<file path="src/rtl/snake_dir_input.sv">
// Direction input stage for the snake game: per-button sync + debounce, press
// detection, reversal filtering and a 2-deep turn queue drained by game steps.

module snake_btn_debounce #(
  parameter int DEBOUNCE_CYCLES = 16000,
  parameter int CNT_W           = 15
) (
  input  logic clk_16,
  input  logic reset,
  input  logic btn_n,
  output logic press
);
  logic             sync1, sync2, db, db_d;
  logic [CNT_W-1:0] cnt;

  always_ff @(posedge clk_16 or negedge reset) begin
    if (!reset) begin
      sync1 <= 1'b1;
      sync2 <= 1'b1;
      db    <= 1'b1;
      db_d  <= 1'b1;
      cnt   <= '0;
    end else begin
      sync1 <= btn_n;
      sync2 <= sync1;
      db_d  <= db;
      if (sync2 == db) begin
        cnt <= '0;
      end else if (cnt == CNT_W'(DEBOUNCE_CYCLES - 1)) begin
        db  <= sync2;
        cnt <= '0;
      end else begin
        cnt <= cnt + 1'b1;
      end
    end
  end

  // Falling edge of the debounced level; releases never produce an event.
  assign press = db_d & ~db;
endmodule

module snake_dir_input #(
  parameter int         DEBOUNCE_CYCLES = 16000,
  parameter int         CNT_W           = 15,
  parameter logic [1:0] RESET_DIR       = 2'd2
) (
  input  logic       clk_16,
  input  logic       reset,
  input  logic       btn_left,
  input  logic       btn_up,
  input  logic       btn_right,
  input  logic       btn_down,
  input  logic       step,
  input  logic       clear,
  output logic [1:0] move_direction,
  output logic       dir_changed,
  output logic [1:0] queue_count,
  output logic       dropped
);
  localparam int NUM_BTN = 4;

  logic [NUM_BTN-1:0] btn_n, press;
  logic [1:0][1:0]    q;
  logic [1:0]         req_dir, ref_dir;
  logic               req_vld, accept, pop, push, drop_nxt, wr_sel;

  // Bit index doubles as the direction code: 0=left 1=up 2=right 3=down.
  assign btn_n = {btn_down, btn_right, btn_up, btn_left};

  generate
    for (genvar i = 0; i < NUM_BTN; i++) begin : g_btn
      snake_btn_debounce #(
        .DEBOUNCE_CYCLES(DEBOUNCE_CYCLES),
        .CNT_W          (CNT_W)
      ) u_db (
        .clk_16(clk_16),
        .reset (reset),
        .btn_n (btn_n[i]),
        .press (press[i])
      );
    end
  endgenerate

  always_comb begin
    req_dir = 2'd0;
    for (int i = NUM_BTN - 1; i >= 0; i--)
      if (press[i]) req_dir = 2'(i);
    req_vld = |press;
    // New turns are judged against the last turn that will be taken.
    case (queue_count)
      2'd2:    ref_dir = q[1];
      2'd1:    ref_dir = q[0];
      default: ref_dir = move_direction;
    endcase
    accept   = req_vld && (req_dir != ref_dir) && (req_dir != (ref_dir ^ 2'd2));
    pop      = step && (queue_count != 2'd0);
    push     = accept && ((queue_count != 2'd2) || step);
    drop_nxt = accept && (queue_count == 2'd2) && !step;
    wr_sel   = (queue_count == 2'd2) || ((queue_count == 2'd1) && !pop);
  end

  always_ff @(posedge clk_16 or negedge reset) begin
    if (!reset) begin
      q              <= '0;
      queue_count    <= 2'd0;
      move_direction <= RESET_DIR;
      dir_changed    <= 1'b0;
      dropped        <= 1'b0;
    end else if (clear) begin
      queue_count    <= 2'd0;
      move_direction <= RESET_DIR;
      dir_changed    <= 1'b0;
      dropped        <= 1'b0;
    end else begin
      dir_changed <= pop;
      dropped     <= drop_nxt;
      if (pop) begin
        move_direction <= q[0];
        q[0]           <= q[1];
      end
      // The write slot accounts for a same-cycle pop shifting the queue.
      if (push) q[wr_sel] <= req_dir;
      queue_count <= queue_count - {1'b0, pop} + {1'b0, push};
    end
  end
endmodule

</file>
<file path="config.mk">
export PLATFORM = sky130hd
export DESIGN_NAME = snake_dir_input
export DESIGN_NICKNAME = d
export VERILOG_FILES = /design/src/rtl/snake_dir_input.sv
export SDC_FILE = /design/constraint.sdc
export NUM_CORES = 1
export LEC_CHECK = 0
export ABC_AREA = 1
export CORE_AREA = 2 2 106 108
export CTS_CLUSTER_DIAMETER = 80
export DETAILED_ROUTE_END_ITERATION = 10
export DIE_AREA = 0 0 108 110
export HOLD_SLACK_MARGIN = 0.05
export SYNTH_ARGS = -nofsm -noshare
export SYNTH_HDL_FRONTEND = slang
export SYNTH_SLANG_ARGS = --single-unit
export TNS_END_PERCENT = 50
</file>
<file path="constraint.sdc">
create_clock -name clk_16 -period 3.3 [get_ports clk_16]
set_input_delay 0.66 -clock clk_16 [delete_from_list [all_inputs] [get_ports clk_16]]
set_output_delay 0.66 -clock clk_16 [all_outputs]
set_load 0.02 [all_outputs]
</file>
; Word-level counts from Yosys, hierarchy flattened
; Cells that the tools add are included.
; Widths: inputs -> output; s select.
[totals]
register_bits = 86
inputBits = 8
out_inout_bits = 6
elab_cells = 105
[classes]
add_sub_neg = 6
magnitude_cmp = 2
n_eq_ne = 13
muxes = 24
n_bitwise = 14
n_reduce_logical = 20
[op_table]
columns = cell, count
row1 = $mux 15, 8
row2 = $add 15x1->15 const B, 4
row3 = $eq 15x14->1 const B, 4
row4 = $mux 2, 11
row5 = $not 1->1, 10
row6 = $reduce_and 2->1, 5
row7 = $logic_and 1x1->1, 8
row8 = $and 1x1->1, 4
row9 = $bwmux 4, 1
row10 = $eq 1x1->1, 4
row11 = $ne 2x2->1, 2
row12 = $pmux 2 s2, 1
row13 = $reduce_bool 2->1, 2
row14 = $reduce_or 4->1, 1
row15 = $add 2x1->2, 1
row16 = $demux 2 s1, 1
row17 = $eq 2x1->1 const B, 1
row18 = $eq 2x2->1 const B, 1
row19 = $logic_not 1->1, 2
row20 = $logic_or 1x1->1, 2
row21 = $lt 1x2->1 const B, 1
row22 = $mux 1, 2
row23 = $ne 2x2->1 const B, 1
row24 = $sub 2x1->2, 1
row25 = $ge 1x1->1 const B, 1

; Logic depth before layout (Yosys ltp)
; Gate-level depths: netlist of the first run.
[depth]
word_depth = 12
depth_mapped = 16
ltp_nobuf = 16

; Modules after synthesis
; A second synthesis of the first run with hierarchy kept.
[unflattened]
cells_unflattened = 577
area_unflattened_um2 = 4763.3
[modules_own_cells]
columns = module, instances, cells_per_inst, area_per_inst_um2, seq_area_each_um2
row1 = snake_btn_debounce, 4, 122, 1021.0, 480.5
row2 = snake_dir_input, 1, 89, 679.4, 251.5

; Worst setup path before layout of the first run
; No wires, ideal clock.
[synth_path]
path_kind = reg2reg
start = register queue_count[0]
end = register queue_count[1]
setup_ps = 130
t_arrival_ps = 2163
required_time_ps = 3170
setup_slack_ps = 1007
stages_incl_launch_ff = 15
n_path_buf = 0
synth_period_minus_slack_ps = 2293
path_cell_list = dfrtp_1 inv_1 ha_1 or2_1 nand2_1 inv_1 nand2_1 nand3_2 nor2_2 inv_1 ha_1 inv_1 ha_1 xor2_1 nor2_1
[synth_between]
elab_chain_cells = 8
word_cells_on_any_way = 16
classes_between = 2 x add/sub / 5 x eq/ne / 2 x mux / 1 x bitwise / 6 x reduce/logical
[synth_lines]
columns = item, line_no
row1 = from (decl), 57  ; output logic [1:0] queue_count,
row2 = from (signal assigned), 123  ; queue_count <= queue_count - {1'b0, pop} + {1'b0, push};
row3 = $eq 2x1->1 / $eq 2x2->1 (equally long branches), 90  ; case (queue_count)
row4 = $pmux 2 s2, 90
row5 = $ne 2x2->1 / $not 1->1 (equally long branches), n/a
row6 = $logic_and 1x1->1 / $ne 2x2->1 (equally long branches), 95  ; accept = req_vld && (req_dir != ref_dir) && (req_dir != (ref_dir ^ 2'd2));
row7 = $logic_and 1x1->1, 95
row8 = $logic_and 1x1->1, 97  ; push = accept && ((queue_count != 2'd2) || step);
row9 = $add 2x1->2 (*), 123
row10 = $mux 2 (*), 109  ; end else if (clear) begin
; Every way passes the cells marked *; elsewhere a longest branch is shown, timed or not.
; A chain may end at the register's enable or synchronous reset.

; Worst setup path after layout of the first run
; Ends and elaborated chain as after synthesis.

==> impl_results.md, run 1 <==
* Outcome: finished clean
* R2R depth at 14
* Core box area at 10700 um^2
* Average cell area after synthesis at 9.36 um^2
* Crit-path max FO at 4
* Netlist Area Pre-Place at 4220 um^2
* Avg WL per Cell at 11.2 um
* Final Hold Viols at 0
* IR drop worst, VDD at 190 uV
* Layout cells sized above 1 at 0.182
* Unique masters post-synth at 36
* Total GRT Usage at 0.136
* Diode count at 0
* Slowest cell delay on critical path at 0.40 ns
* PortBufs at 13
* Leading cell type in the layout, fill and taps excluded: dfrtp_1
* Cell mode on critical path: inv_1
* Initial core utilization at 0.395
* Critical Path RT at 3.53 ns
* Drt total wl at 6.92 mm
* Crit. End Element: register
* H-tree Lvls at 3
* Die area at 11900 um^2
* Worst Hold Class: input pin to asynchronous set/reset pin
* Mapped Cells at 451
* Fin cells at 619
* Nets at 491
* Syn-to-layout area delta at 12.1%
* Relative slew slack at 0.629
* Cell Rows at 38
* Fmax achieved at 422 MHz
* RD Place Congestion at 0.805
* DRC Markers at 0
* Detailed placement HPWL at 4.92 mm
* First-pass GRT wire length at 12.6 mm
* Initial antenna violation count at 0
* GRT overflow at 0
* Vias per std cell at 4.66
* Synthesized flop and latch total at 86
* CP startpoint kind: register
* DRT Pass-1 Iters at 4
* Tmin final at 2.37 ns
* Hold_ws at 0.280 ns
* Clock slew at the register clock pins of the worst setup and hold paths at 0.08 ns
* Fin crit share at 0.718
* Number of global-route vias before repair at 2817
* Antenna Nets Post-Route at 0
* Vias at 2886
* Placed insts at 603
* Largest net degree at the start of global routing at 45
* Fin Setup TNS at 0 ns
* Final setup viols at 0
* Power per cell area at 456 nW/um^2
* Synth top area share at 0.409
* Layout Skew at 0.00694 ns
* Worst EP arrival at 2.60 ns
* Cells taking the most area after synthesis: dfrtp_1, dfstp_2, nor2_1
* CTS root buf: clkbuf_8
* # hold bufs at CTS at 0
* Die W at 108 um
* Clock buffer count from CTS at 9
* Worst path slowest cell: dfrtp_1
* Critical-path cell list: inv_1 > ha_1 > or2_1 > nand2_1 > inv_1 > nand2_1 > nand3_2 > nor2_2 > inv_1 > ha_1 > inv_1 > ha_1 > xor2_1 > nor2_1
* Synthesized net count at 468
* Chip height at 110 um
* Max-cap violation count at 0
* Number of fillers in the final layout at 1046
* 1st-iter DRT viols at 102
* CTS resizes at 0
* Worst-case clock buffer depth at 2
* Max Slew Vio Count at 0
* CTS Sinks at 86
* # Post-CTS Setup Buffers at 0
* Worst skew pair latency at 0.36 ns
* Synth area leader: dfrtp_1
* Unrepaired setup endpoints after global routing: no
* Syn. warnings at 0
* CTS tree: yes
* CP Class: register to register
* Worst Max-Slew Pin Slew at 0.556 ns
* Sequential element share of the synthesized area at 0.515
* Io pins at 14
* Most frequent cells in the layout: dfrtp_1, nor2_1, nand2_1
* Leak pwr at 2.05 nW
cells in the mapped netlist, drive strengths merged:
cell / n
a21oi: 18
a31oi: 1
buf: 1
clkbuf: 2
dfrtp: 69
dfstp: 17
ha: 9
inv: 60
mux2: 3
mux2i: 1
nand2: 73
nand3: 29
nand3b: 3
nand4: 11
nor2: 83
nor3: 15
nor3b: 4
nor4: 1
o21a: 4
o21ai: 7
o21bai: 4
or2: 2
xnor2: 16
xor2: 18
metal layers:
metal	vias to the layer above	wire, um	GRT usage	part of all wire
met5	-	0	0	0
met4	0	151	0.0788	0.022
met3	9	151	0.0212	0.022
met2	31	3170	0.219	0.46
met1	1367	3450	0.175	0.50
li1	1479	-	-	-
final cells by class:
type,instances,area [um^2],area share
Sequential cell,86,2170,0.459
Timing Repair Buffer,15,143,0.0301
Inverter,60,225,0.0476
Multi-Input combinational cell,302,1800,0.380
Clock buffer,12,145,0.0307
Clock inverter,4,70.1,0.0148
Tap cell,140,175,0.0370
state kept, by name, summed over array words and instances (netlist names):
name              count
g_btn.u_db.db         4
move_direction        2
g_btn.u_db.sync1      4
q                     4
g_btn.u_db.sync2      4
g_btn.u_db.cnt       60
dir_changed           1
dropped               1
g_btn.u_db.db_d       4
queue_count           2
path summary, 6_finish.rpt:
check / from / to / slack, ns
setup / recovery: queue_count[0] / queue_count[1] / 0.93
hold / removal: reset / g_btn[2].u_db.cnt[0] / 0.28
setup reg to reg: queue_count[0] / queue_count[1] / 0.93
hold reg to reg: g_btn[2].u_db.sync1 / g_btn[2].u_db.sync2 / 0.36
max in group asynchronous: reset / g_btn[0].u_db.db_d / 2.25
min in group clk_16: g_btn[2].u_db.sync1 / g_btn[2].u_db.sync2 / 0.36
per-stage QoR:
step | instance area, um^2 | power (mW) | utilization | worst slack (ns)
4_1_cts | 4730 | 2.19 | 0.442 | 0.921
6_report | 4730 | 2.16 | 0.442 | 0.931
3_3_place_gp | 4520 | 1.37 | 0.422 | 1.01
3_5_place_dp | 4520 | 1.38 | 0.422 | 0.935
2_1_floorplan | 4220 | 1.29 | - | 1.01
5_1_grt | 4730 | 2.27 | 0.442 | 0.765
cell families after synthesis:
family                   Yosys count  share of synthesized area
flip-flops                        86                      0.515
multiplexers                       4                     0.0122
AND/OR/NAND/NOR                  221                      0.270
XOR/XNOR                          34                     0.0705
buffers and inverters             63                     0.0587
adder cells (fa/ha/maj)            9                     0.0267
AO/OA/AOI/OAI                     34                     0.0471
critical path: cells and delay by family, from the launching register on:
kind / cells / cell delay [ns]
XOR/XNOR: 1 / 0.15
buffers and inverters: 4 / 0.23
adder cells (fa/ha/maj): 3 / 0.75
AND/OR/NAND/NOR: 6 / 0.71
flip-flops: 1 / 0.40
report_power, final:
| part | switching [mW] | internal (mW) | total (mW) |
|---|---|---|---|
| clock | 0.363 | 0.445 | 0.808 |
| sequential | 0.0252 | 1.09 | 1.12 |
| combinational | 0.141 | 0.0910 | 0.232 |
| total | 0.528 | 1.63 | 2.16 |
Power figures use the tool's default switching activity.
==> run 2, diff against run 1 <==
- clock period: 3.3 -> 2.06 ns (I/O delays scaled with it)
==> run 2 against run 1 <==
The run now ends with setup timing left. Non-clock buffer count is 10 higher. Critical path depth unchanged. Largest power group unchanged. Sequential power grew 60%. Combinational power is 87% higher. Critical endpoint unchanged. Global-route usage is essentially flat. First-iteration DRC count increased by 15%. Clock power rose by 67%. Worst hold slack better by 0.076 ns. Largest cell class unchanged. Power up 66%. Utilization increased by 1.2 points. Via count is 0.17% higher.
==> impl_results.md, run 2 (same netlist as run 1, synthesis figures left out) <==
* CP Class: register to register (unchanged)
* GRT overflow at 0 (unchanged)
* Leading cell type in the layout, fill and taps excluded: dfrtp_1 (unchanged)
* H-tree Lvls at 3 (unchanged)
* Vias at 2891 (was 2886)
* Leak pwr at 2.10 nW (was 2.05 nW)
* Crit-path max FO at 3 (was 4)
* Fin crit share at 1.03 (was 0.718)
* Fin cells at 629 (was 619)
* Crit. End Element: register (unchanged)
* Detailed placement HPWL at 4.86 mm (was 4.92 mm)
* Fin Setup TNS at -0.0940 ns (was 0 ns)
* Max-cap violation count at 0 (unchanged)
* Number of fillers in the final layout at 1037 (was 1046)
* RD Place Congestion at 0.802 (was 0.805)
* Critical Path RT at 2.30 ns (was 3.53 ns)
* Clock slew at the register clock pins of the worst setup and hold paths at 0.10 ns (was 0.08 ns)
* CP startpoint: queue_count[0] (unchanged)
* Nets at 501 (was 491)
* Worst Max-Slew Pin Slew at 0.404 ns (was 0.556 ns)
* DRC Markers at 0 (unchanged)
* CTS root buf: clkbuf_8 (unchanged)
* Die area at 11900 um^2 (unchanged)
* Failing checks: setup timing
* DRT Pass-1 Iters at 4 (unchanged)
* Relative slew slack at 0.730 (was 0.629)
* Antenna Nets Post-Route at 0 (unchanged)
* Power per cell area at 736 nW/um^2 (was 456 nW/um^2)
* Pwr Total at 3.58 mW (was 2.16 mW)
* Initial core utilization at 0.395 (unchanged)
* Outcome: finished, violations left (was finished clean)
* First-pass GRT wire length at 12.8 mm (was 12.6 mm)
* Final setup viols at 2 (was 0)
* Final Core Density at 0.454 (was 0.442)
* Final instance area at 4860 um^2 (was 4730 um^2)
* Number of global-route vias before repair at 2933 (was 2817)
* Chip height at 110 um (unchanged)
* 1st-iter DRT viols at 117 (was 102)
* Internal power at 2.65 mW (was 1.63 mW)
* Vias per std cell at 4.60 (was 4.66)
* Cell Rows at 38 (unchanged)
* Hold_ws at 0.356 ns (was 0.280 ns)
* CTS tree: yes (unchanged)
* Die W at 108 um (unchanged)
* Worst-case clock buffer depth at 2 (unchanged)
* Io pins at 14 (unchanged)
* Final WS setup at -0.0586 ns (was 0.931 ns)
* Biggest register: g_btn.u_db.cnt (unchanged)
* Total GRT Usage at 0.136 (about the same)
* Sequential power share at 0.502 (was 0.519)
* Clock buffer count from CTS at 9 (unchanged)
* Fmax achieved at 472 MHz (was 422 MHz)
* R2R depth at 14 (unchanged)
* Layout cells sized above 1 at 0.221 (was 0.182)
* Drt total wl at 6.93 mm (was 6.92 mm)
* Max reg flops at 60 (unchanged)
* Unrepaired setup endpoints after global routing: yes (was no)
* Diode count at 0 (unchanged)
* Core box area at 10700 um^2 (unchanged)
* Max Slew Vio Count at 0 (unchanged)
* PortBufs at 13 (unchanged)
* Largest net degree at the start of global routing at 62 (was 45)
* Final Hold Viols at 0 (unchanged)
* Syn-to-layout area delta at 15.1% (was 12.1%)
* Tmin final at 2.12 ns (was 2.37 ns)
* Combinational Power Share at 0.121 (was 0.107)
* Reg-to-reg endpoint: queue_count[1] (unchanged)
* DP Worst Slack at -0.0861 ns (was 0.935 ns)
* CP startpoint kind: register (unchanged)
* Worst R2R Setup Slack at -0.06 ns (was 0.93 ns)
* Worst Hold Class: register to register (was input pin to asynchronous set/reset pin)
* Placed insts at 611 (was 603)
* Worst skew pair latency at 0.36 ns (about the same)
* Worst EP arrival at 2.36 ns (was 2.60 ns)
* Switching share of power at 0.260 (was 0.245)
* Avg WL per Cell at 11.0 um (was 11.2 um)
* Beginning of the worst register-to-register path: queue_count[0] (unchanged)
* IR drop worst, VDD at 386 uV (was 190 uV)
* Most frequent cells in the layout: dfrtp_1, nor2_1, nand2_1 (unchanged)
* Layout Skew at 0.0102 ns (was 0.00694 ns)
* Initial antenna violation count at 0 (unchanged)
* Clock network power share at 0.377 (was 0.374)
* Crit path to: queue_count[1] (unchanged)
* DP Area at 4610 um^2 (was 4520 um^2)
* P_sw at 0.929 mW (was 0.528 mW)
* CTS Sinks at 86 (unchanged)
run 2: cell types whose count changed in the layout (fill, tap and decap cells not counted), sizes merged:
cell	previous run	this run
clkbuf	12	9
buf	3	12
dlygate4sd3	0	1
inv	60	63
run 2: worst min path at each step:
stage                        startpoint                    end  slack, ns  cells past startpoint
finish              g_btn[3].u_db.sync1    g_btn[3].u_db.sync2       0.36                      0
global route        g_btn[2].u_db.sync1    g_btn[2].u_db.sync2       0.37                      0
CTS                 g_btn[1].u_db.sync1    g_btn[1].u_db.sync2       0.36                      0
detailed placement  g_btn[1].u_db.sync1    g_btn[1].u_db.sync2       0.35                      0
global placement                  reset  g_btn[2].u_db.cnt[11]       0.35                      1
floorplan                         reset            dir_changed       0.12                      0
run 2: cell type report:
type,instances,area [um^2],share of cell area
sequential,86,2180,0.448
multi-input combinational,302,1820,0.375
timing repair buffer,25,233,0.0479
inverter,60,225,0.0464
tap,140,175,0.0361
clock buffer,9,124,0.0255
clock inverter,7,104,0.0214
run 2: routing by layer:
layer	up-vias	GRT usage	wire [um]
met1	1369	0.181	3470
met3	10	0.0194	133
met2	21	0.215	3180
li1	1491	-	-
met4	0	0.0742	147
met5	-	0	0
run 2: power by group through the flow:
stage	clock network (mW)	logic [mW]	registers (mW)
after detailed placement	0	0.432	1.83
final	1.35	0.433	1.79
after global routing	1.47	0.496	1.80
after CTS	1.40	0.437	1.80
after global placement	0	0.427	1.82
after floorplan	0	0.231	1.85
run 2: what timing repair did:
| action | in CTS | in global routing |
|---|---|---|
| hold buffers | 1 | 0 |
| hold endpoints to repair | 22 | 0 |
| endpoints found under the setup margin | 2 | 2 |
| pin swaps | 1 | 0 |
| buffers inserted | 1 | 0 |
| resized for setup | 0 | 3 |
run 2: worst max-delay path, cell delays in order (launching register included):
cell and delay (ns):
dfrtp_2 0.43, inv_2 0.08, ha_4 0.20, or2_1 0.21, nand2_2 0.07, inv_2 0.04
nand2_2 0.06, nand3_2 0.07, nor2_2 0.10, inv_1 0.05, ha_1 0.26, inv_1 0.06
ha_2 0.16, xor2_1 0.15, nor2_1 0.05
==> run 3, diff against run 2 <==
- ABC_CLOCK_PERIOD_IN_PS: unset -> 2060
- CELL_PAD_IN_SITES_DETAIL_PLACEMENT: unset -> 1
- CELL_PAD_IN_SITES_GLOBAL_PLACEMENT: unset -> 1
- PLACE_DENSITY_LB_ADDON: unset -> 0.1
==> run 3 against run 2 <==
The flow still finishes with violations (setup timing). Final cell count increased by 0.64%. Maximum frequency rose by 0.67%. Count of clock-buffer cells in the layout increased by 1. Worst hold slack gained 0.0043 ns. Largest cell class unchanged. Largest power group unchanged.
==> impl_results.md, run 3 (same netlist as run 1, synthesis figures left out) <==
* Outcome: finished, violations left (unchanged)
* Failing checks: setup timing (unchanged)
* Cell family with most CP delay: adder cells (unchanged)
* Layout Skew at 0.00617 ns (was 0.0102 ns)
* Die area at 11900 um^2 (unchanged)
* Final Hold Viols at 0 (unchanged)
* Sequential power share at 0.517 (was 0.502)
* Drt total wl at 8.26 mm (was 6.93 mm)
* WP buf/inv at 4 (unchanged)
* Core box area at 10700 um^2 (unchanged)
* Vias per std cell at 4.77 (was 4.60)
* Critical-path cell list: inv_2 > ha_4 > or2_1 > nand2_2 > inv_2 > nand2_4 > nand3_4 > nor2_4 > inv_2 > ha_4 > inv_2 > ha_4 > xor2_1 > nor2_1 (was inv_2 > ha_4 > or2_1 > nand2_2 > inv_2 > nand2_2 > nand3_2 > nor2_2 > inv_1 > ha_1 > inv_1 > ha_2 > xor2_1 > nor2_1)
* Layout cells sized above 1 at 0.233 (was 0.221)
* DP Worst Slack at -0.169 ns (was -0.0861 ns)
* DRC Markers at 0 (unchanged)
* CP startpoint: queue_count[0] (unchanged)
* Power per cell area at 708 nW/um^2 (was 736 nW/um^2)
* Worst Max-Slew Pin Slew at 0.435 ns (was 0.404 ns)
* GR Util met2 at 0.266 (was 0.215)
* Biggest register: g_btn.u_db.cnt (unchanged)
* Antenna Nets Post-Route at 0 (unchanged)
* Syn-to-layout area delta at 16.0% (was 15.1%)
* Final instance area at 4900 um^2 (was 4860 um^2)
* Largest net degree at the start of global routing at 33 (was 62)
* Nets at 505 (was 501)
* Leak pwr at 2.11 nW (was 2.10 nW)
* Most frequent cells in the layout: dfrtp_1, nor2_1, nand2_1 (unchanged)
* DRT Pass-1 Iters at 4 (unchanged)
* Reg-to-reg endpoint: queue_count[1] (unchanged)
* H-tree Lvls at 3 (unchanged)
* PortBufs at 13 (unchanged)
* RD Place Congestion at 0.771 (was 0.802)
* CP Class: register to register (unchanged)
* Io pins at 14 (unchanged)
* Worst path slowest cell: dfrtp_2 (unchanged)
* Worst-case clock buffer depth at 2 (unchanged)
* Initial core utilization at 0.395 (unchanged)
* Initial antenna violation count at 0 (unchanged)
* Fin crit share at 1.02 (was 1.03)
* Tmin final at 2.10 ns (was 2.12 ns)
* Crit path to: queue_count[1] (unchanged)
* Relative slew slack at 0.709 (was 0.730)
* 1st-iter DRT viols at 80 (was 117)
* Worst Hold Class: register to register (unchanged)
* Clock slew at the register clock pins of the worst setup and hold paths at 0.08 ns (was 0.10 ns)
* Worst R2R Setup Slack at -0.04 ns (was -0.06 ns)
* Final Core Density at 0.458 (was 0.454)
* R2R depth at 14 (unchanged)
* Max reg flops at 60 (unchanged)
* Final setup viols at 2 (unchanged)
* Max Slew Vio Count at 0 (unchanged)
* Chip height at 110 um (unchanged)
* Pwr Total at 3.47 mW (was 3.58 mW)
* Met1 Resource Use GR at 0.199 (was 0.181)
* IR drop worst, VDD at 367 uV (was 386 uV)
* CTS root buf: clkbuf_8 (unchanged)
* Clock network power share at 0.346 (was 0.377)
* CTS Sinks at 86 (unchanged)
* Clock buffer count from CTS at 9 (unchanged)
* Cell Rows at 38 (unchanged)
* Total GRT Usage at 0.158 (was 0.136)
* Final WS setup at -0.0445 ns (was -0.0586 ns)
* Met3 GRT Util at 0.0335 (was 0.0194)
* Combinational Power Share at 0.137 (was 0.121)
* Diode count at 0 (unchanged)
* Crit. End Element: register (unchanged)
* Worst EP arrival at 2.34 ns (was 2.36 ns)
* Slowest cell delay on critical path at 0.43 ns (about the same)
* CTS tree: yes (unchanged)
* Grt peak-use layer: met2 (unchanged)
* Avg WL per Cell at 13.1 um (was 11.0 um)
* Cell mode on critical path: inv_2
* Hold_ws at 0.360 ns (was 0.356 ns)
* Internal power at 2.56 mW (was 2.65 mW)
* First-pass GRT wire length at 14.6 mm (was 12.8 mm)
* P_sw at 0.915 mW (was 0.929 mW)
* Die W at 108 um (unchanged)
* Number of global-route vias before repair at 3165 (was 2933)
* CP startpoint kind: register (unchanged)
* Critical Path RT at 2.30 ns (about the same)
* Vias at 3017 (was 2891)
* Fmax achieved at 475 MHz (was 472 MHz)
* Critical path depth at 14 (unchanged)
* Worst skew pair latency at 0.36 ns (about the same)
* Crit-path max FO at 3 (unchanged)
* Max-cap violation count at 0 (unchanged)
* Leading cell type in the layout, fill and taps excluded: dfrtp_1 (unchanged)
* GRT overflow at 0 (unchanged)
* Beginning of the worst register-to-register path: queue_count[0] (unchanged)
* Unrepaired setup endpoints after global routing: yes (unchanged)
* DP Area at 4650 um^2 (was 4610 um^2)
* Switching share of power at 0.264 (was 0.260)
* Detailed placement HPWL at 6.02 mm (was 4.86 mm)
run 3: area by class of cell:
cell class,instances,area [um^2]
multi-input combinational,302,1860
clock inverter,6,61.3
timing repair buffer,29,263
tap,140,175
fill,1256,5800
clock buffer,10,138
sequential,86,2180
inverter,60,225
run 3: power by group through the flow:
| stage | Clock [mW] | Combinational [mW] | Sequential, mW |
|---|---|---|---|
| 6_report | 1.20 | 0.476 | 1.79 |
| 5_1_grt | 1.33 | 0.550 | 1.80 |
| 4_1_cts | 1.27 | 0.488 | 1.79 |
| 3_5_place_dp | 0 | 0.459 | 1.83 |
| 3_3_place_gp | 0 | 0.439 | 1.82 |
| 2_1_floorplan | 0 | 0.231 | 1.85 |
run 3: timing repair:
action,CTS,global route
cloned,0,0
endpoints found under the setup margin,2,2
endpoints found under the hold margin,23,0
setup buffers,0,0
hold buffers,1,0
pin swaps,1,0
resized for setup,5,5
run 3: routing by layer:
metal | part of all wire | vias to the layer above
met3 | 0.023 | 12
met1 | 0.49 | 1477
met4 | 0.018 | 0
met2 | 0.47 | 24
li1 | - | 1504
met5 | 0 | -
run 3: worst min path at each step:
stage / start / endpoint / slack, ns / cells after the start
finish: g_btn[3].u_db.sync1 / g_btn[3].u_db.sync2 / 0.36 / 0
CTS: g_btn[3].u_db.sync1 / g_btn[3].u_db.sync2 / 0.36 / 0
floorplan: reset / dir_changed / 0.12 / 0
global placement: g_btn[0].u_db.sync1 / g_btn[0].u_db.sync2 / 0.35 / 0
detailed placement: g_btn[0].u_db.sync1 / g_btn[0].u_db.sync2 / 0.35 / 0
global route: g_btn[2].u_db.sync1 / g_btn[2].u_db.sync2 / 0.37 / 0
run 3: worst register-to-register path: cells and delay by family, from the launching register on:
kind / cells / cell delay [ns]
adders and majority gates: 3 / 0.62
and+or+nand+nor: 6 / 0.59
DFF: 1 / 0.43
buffers and inverters: 4 / 0.22
xor gates and xnor gates: 1 / 0.13
run 3: metrics by stage:
step | setup TNS (ns) | instances
2_1_floorplan | -0.142 | 451
6_report | -0.0542 | 633
5_1_grt | -0.293 | 633
4_1_cts | -0.150 | 633
3_5_place_dp | -0.297 | 616
3_3_place_gp | -0.0731 | 616
